**src/rtl/evt_gate_ctrl.sv**
```systemverilog
// Gated up/down event counter: preload, count evt_in over a timed window, offer frozen result on valid/ready.
// Build option: define EVT_GATE_SYNC_EN to synchronize an asynchronous evt_in and count its rising edges.
module evt_gate_ctrl #(
  parameter int CNT_W       = 16,
  parameter int GATE_W      = 24,
  parameter int SYNC_STAGES = 2
) (
  input  logic              clk,
  input  logic              rst,
  input  logic              start,
  input  logic              dir_up,
  input  logic [GATE_W-1:0] gate_len,
  input  logic              evt_in,
  output logic              busy,
  output logic [CNT_W-1:0]  cnt_out,
  output logic [CNT_W-1:0]  result,
  output logic              result_valid,
  input  logic              result_ready,
  output logic              sat
);

  typedef enum logic [1:0] {
    IDLE = 2'd0,
    ARM  = 2'd1,
    GATE = 2'd2,
    HOLD = 2'd3
  } state_t;

  state_t             state;
  state_t             state_nxt;
  logic               dir_r;
  logic [GATE_W-1:0]  len_r;
  logic [GATE_W-1:0]  timer;
  logic [CNT_W-1:0]   cnt;
  logic [CNT_W-1:0]   cnt_nxt;
  logic [CNT_W-1:0]   result_r;
  logic               sat_r;
  logic               sat_nxt;
  logic               qev;

  if (SYNC_STAGES < 2) begin : g_bad_sync_depth
    $error("evt_gate_ctrl: SYNC_STAGES must be at least 2");
  end

`ifdef EVT_GATE_SYNC_EN
  logic [SYNC_STAGES-1:0] sync_q;
  logic                   sync_prev;
  logic                   qev_r;

  // Qualified event is registered after the edge detector: SYNC_STAGES+1 cycles from evt_in rising.
  always_ff @(posedge clk) begin
    if (rst) begin
      sync_q    <= '0;
      sync_prev <= 1'b0;
      qev_r     <= 1'b0;
    end else begin
      sync_q    <= {sync_q[SYNC_STAGES-2:0], evt_in};
      sync_prev <= sync_q[SYNC_STAGES-1];
      qev_r     <= sync_q[SYNC_STAGES-1] & ~sync_prev;
    end
  end

  assign qev = qev_r;
`else
  assign qev = evt_in;
`endif

  always_ff @(posedge clk) begin
    if (rst) begin
      state <= IDLE;
    end else begin
      state <= state_nxt;
    end
  end

  always_comb begin
    state_nxt = state;
    unique case (state)
      IDLE: if (start) state_nxt = ARM;
      ARM:  state_nxt = (len_r == '0) ? HOLD : GATE;
      GATE: if (timer == GATE_W'(1)) state_nxt = HOLD;
      HOLD: if (result_ready) state_nxt = IDLE;
      default: state_nxt = IDLE;
    endcase
  end

  always_comb begin
    busy         = (state != IDLE);
    result_valid = (state == HOLD);
  end

  // Saturating counter update; an event arriving at the limit only raises sat.
  always_comb begin
    cnt_nxt = cnt;
    sat_nxt = sat_r;
    if (state == IDLE && start) begin
      cnt_nxt = dir_up ? '0 : '1;
      sat_nxt = 1'b0;
    end else if (state == GATE && qev) begin
      if (dir_r) begin
        if (cnt == '1) sat_nxt = 1'b1;
        else           cnt_nxt = cnt + CNT_W'(1);
      end else begin
        if (cnt == '0) sat_nxt = 1'b1;
        else           cnt_nxt = cnt - CNT_W'(1);
      end
    end
  end

  always_ff @(posedge clk) begin
    if (rst) begin
      dir_r    <= 1'b0;
      len_r    <= '0;
      timer    <= '0;
      cnt      <= '0;
      sat_r    <= 1'b0;
      result_r <= '0;
    end else begin
      cnt   <= cnt_nxt;
      sat_r <= sat_nxt;
      if (state == IDLE && start) begin
        dir_r <= dir_up;
        len_r <= gate_len;
      end
      if (state == ARM) begin
        timer <= len_r;
      end else if (state == GATE) begin
        timer <= timer - GATE_W'(1);
      end
      // Capture on HOLD entry so the final GATE cycle's event is included.
      if (state != HOLD && state_nxt == HOLD) begin
        result_r <= cnt_nxt;
      end
    end
  end

  assign cnt_out = cnt;
  assign result  = result_r;
  assign sat     = sat_r;

endmodule

```
**config.mk**
```make
export PLATFORM = sky130hd
export DESIGN_NAME = evt_gate_ctrl
export DESIGN_NICKNAME = d
export VERILOG_FILES = /design/src/rtl/evt_gate_ctrl.sv
export SDC_FILE = /design/constraint.sdc
export NUM_CORES = 1
export LEC_CHECK = 0
export CORE_AREA = 2 2 118 97
export DETAILED_ROUTE_END_ITERATION = 6
export DIE_AREA = 0 0 120 99
export PLACE_DENSITY_LB_ADDON = 0.12
export SYNTH_ARGS = -nofsm -noshare
export SYNTH_HDL_FRONTEND = slang
export SYNTH_SLANG_ARGS = --single-unit
```
**constraint.sdc**
```tcl
create_clock -name clk -period 4.35 [get_ports clk]
set_input_delay 0.87 -clock clk [delete_from_list [all_inputs] [get_ports clk]]
set_output_delay 0.87 -clock clk [all_outputs]
set_load 0.005 [all_outputs]
```
==> metrics.txt <==
Synth Area per Inst=7.51 um2; clk slew on worst S/H paths=60 ps; Synth Area in Compound Gates=22.6%; number of enable flip-flop cells after synthesis=0; register area=0.00168 mm2; largest net degree at the start of global routing=65; CTS Buffer Depth=2; reg2reg start=timer[13]; CTS tree=built; Final Cycle Share=71.8%; GPL Wtd Cong=0.910; post-synthesis mux area share=1.56%; reg2reg end=result[6]; Max Clock Freq=320 MHz; worst slack at placement=924 ps; M1 wire length=6.86 mm; grt ovf=0; top_reg_cell synth=dfxtp_1; Yosys reg bits=84; drt pass-1 iters=5; Diodes inserted=0; Synth Warn #=0; fillers=1051; Setup Buffers After CTS=0; final wirelength=13.9 mm; Core ar.=0.0107 mm2; nets=704; vias in the first global route=4400; top layer in use=met4; Layout Skew=5.84 ps; Synth Cell Area=0.00473 mm2; critical path peak fanout=27; met3 WL=1.15 mm; Hold Path Sink=len_r[21]; leakage power figure=2.04 nW; DRC=0; share of cells above drive strength 1=5.83%; post-synthesis simple-gate area fraction=31.1%; ys async rst share=0%; final setup margin=1230 ps; actual slew at the worst max-slew pin=1040 ps; Crit. End Element=register; Initial Utilization=44.3%; XOR/XNOR Fraction of Synth Area=0.556%; area delta synth->final=21.1%; Die H=99 um; Core Util, Final=53.7%; Critical Path RT=4590 ps; first-pass GRT wire length=22.9 mm; WP buf/inv=1; initial antenna violation count=0; Hold Vio Cnt, Final=0; min-delay src=len_r[21]; CTS HTree Levels=3; adder-cell share of the synthesized area=2.65%; CP Class=in2reg; PortBufs=64; path depth of the worst reg2reg path=6; WL met2=5.78 mm; Critical Path AT=3360 ps; Via density=5.92; post-synthesis instance total=630; Initial DRC Count=372; Final HPWL DP=9.76 mm; WHS=465 ps; # rows=34; Final Critical Period=3120 ps; CTS resizes=0; Die X=120 um; largest family of logic cells by synthesized area=simple AND/OR/NAND/NOR gates; placed cell count=797; wire per inst=17.1 um; run status=completed; Power Dens Cells=756 mW/mm2; IO Pins=65; cell taking the most area after synthesis=dfxtp_1; Hold WC Path Type=reg2reg; delay-heaviest family, CP=compound AO/OA/AOI/OAI gates; fin cells=813; Synth top cells by count=nand2_1 (87), dfxtp_1 (84), nor2_1 (69), a21oi_1 (49), clkbuf_1 (35); Seq/Total Area, Yosys=35.6%; VDD IR-drop max=0.274 mV; CP max stage delay=800 ps; worst skew pair latency=340 ps; number of distinct library cells after synthesis=71; CP Cell Sequence=clkdlybuf4s50_1 -> or3b_2 -> nor4bb_1 -> and4b_1 -> o21a_1 -> nand2_1 -> o32ai_1; clk sink count=84; Final ANT Viol Nets=0; post-route setup TNS=0 ps; RSZ-0062 raised after global routing=no; post-synth net total=670; largest cells by area after synthesis=dfxtp_1 (36%), nand2_1 (6.9%), nor2_1 (5.5%); number of buffers created by CTS=9; Yosys top cell area share=35.6%; vias=4810; CTS root buf=clkbuf_16; Setup violations, final=0; hold path depth=2; Max Cap Viol=0; Final Max Tran Viols=0; CP startpoint kind=input port; DIE AREA=0.0119 mm2; most frequent cell after synthesis=nand2_1; Slew headroom=29.9%; Worst path slowest cell=o21a_1; total track usage=24.0%; multi-input logic area=0.00277 mm2; Hold Buf Count CTS=0; worst reg2reg setup slack=1300 ps
## stage by stage
stage,total power [mW],instance area [um2]
final,4.33,5730
after global placement,3.37,5390
after CTS,4.32,5730
after floorplan,2.78,4730
after global routing,4.69,5730
after detailed placement,3.43,5390
## state kept, by name, indices dropped and copies added (netlist names)
signal   cells
state        2
timer       24
sat          1
dir_r        1
cnt_out     16
result      16
len_r       24
## layer usage
layer	vias up	GRT usage [%]
li1	2343	-
met1	2247	35.7
met2	208	35.8
met3	12	5.03
met4	0	4.80
met5	-	0
## power by group
group	switching [mW]	leakage, nW	internal [mW]	total [mW]
Combinational	1.30	1.19	0.876	2.18
Clock	0.317	0.163	0.562	0.880
Sequential	0.275	0.688	0.995	1.27
## worst max path at each step
stage / start / endpoint / cells after the start
after floorplan: start / result[1] / 8
after global placement: start / result[4] / 7
after detailed placement: start / result[15] / 7
after CTS: start / result[6] / 7
after global routing: start / result[6] / 7
final: start / result[6] / 7
## worst reg2reg max path, stage by stage (launching register included)
cell and delay, ps:
dfxtp_1 350, or3_1 450, or4_1 570, and4b_1 330
o21a_1 800, nand2_1 270, o32ai_1 190
## kinds of logic after synthesis
family	count (synthesis)
DFF	84
adders and majority gates	10
AOI/OAI and AO/OA	162
muxes	7
and+or+nand+nor	295
buffers and inverters	69
xor gates and xnor gates	3
## layout make-up
class                   instances  share of cell area (%)
flip-flops and latches         84                    29.4
well taps                     144                    3.14
clock buffers                  10                    4.00
clock inverters                 6                    1.94
multi-input cells             477                    48.3
repair buffers                 69                    11.7
inverters                      23                    1.51
## placed cells by master (no fill, tap or decap), types with 4 or more instances in the layout
| master | instances |
|---|---|
| a21o_1 | 9 |
| nand2b_1 | 5 |
| a22oi_1 | 9 |
| o41ai_1 | 7 |
| a41oi_1 | 4 |
| or4_1 | 9 |
| nor3_1 | 33 |
| inv_1 | 22 |
| nor3b_1 | 8 |
| nand2_1 | 87 |
| or3_1 | 9 |
| a211oi_1 | 10 |
| ha_1 | 10 |
| and2_1 | 7 |
| a21oi_1 | 49 |
| nand3_1 | 16 |
| nand4_1 | 13 |
| clkdlybuf4s50_1 | 63 |
| buf_4 | 5 |
| clkbuf_16 | 9 |
| mux2i_1 | 4 |
| o21ai_0 | 31 |
| o21a_1 | 4 |
| o32ai_1 | 5 |
| nor2_1 | 69 |
| dfxtp_1 | 84 |
| nor4_1 | 16 |
| a221oi_1 | 5 |
(Power assumes the default switching activity.)
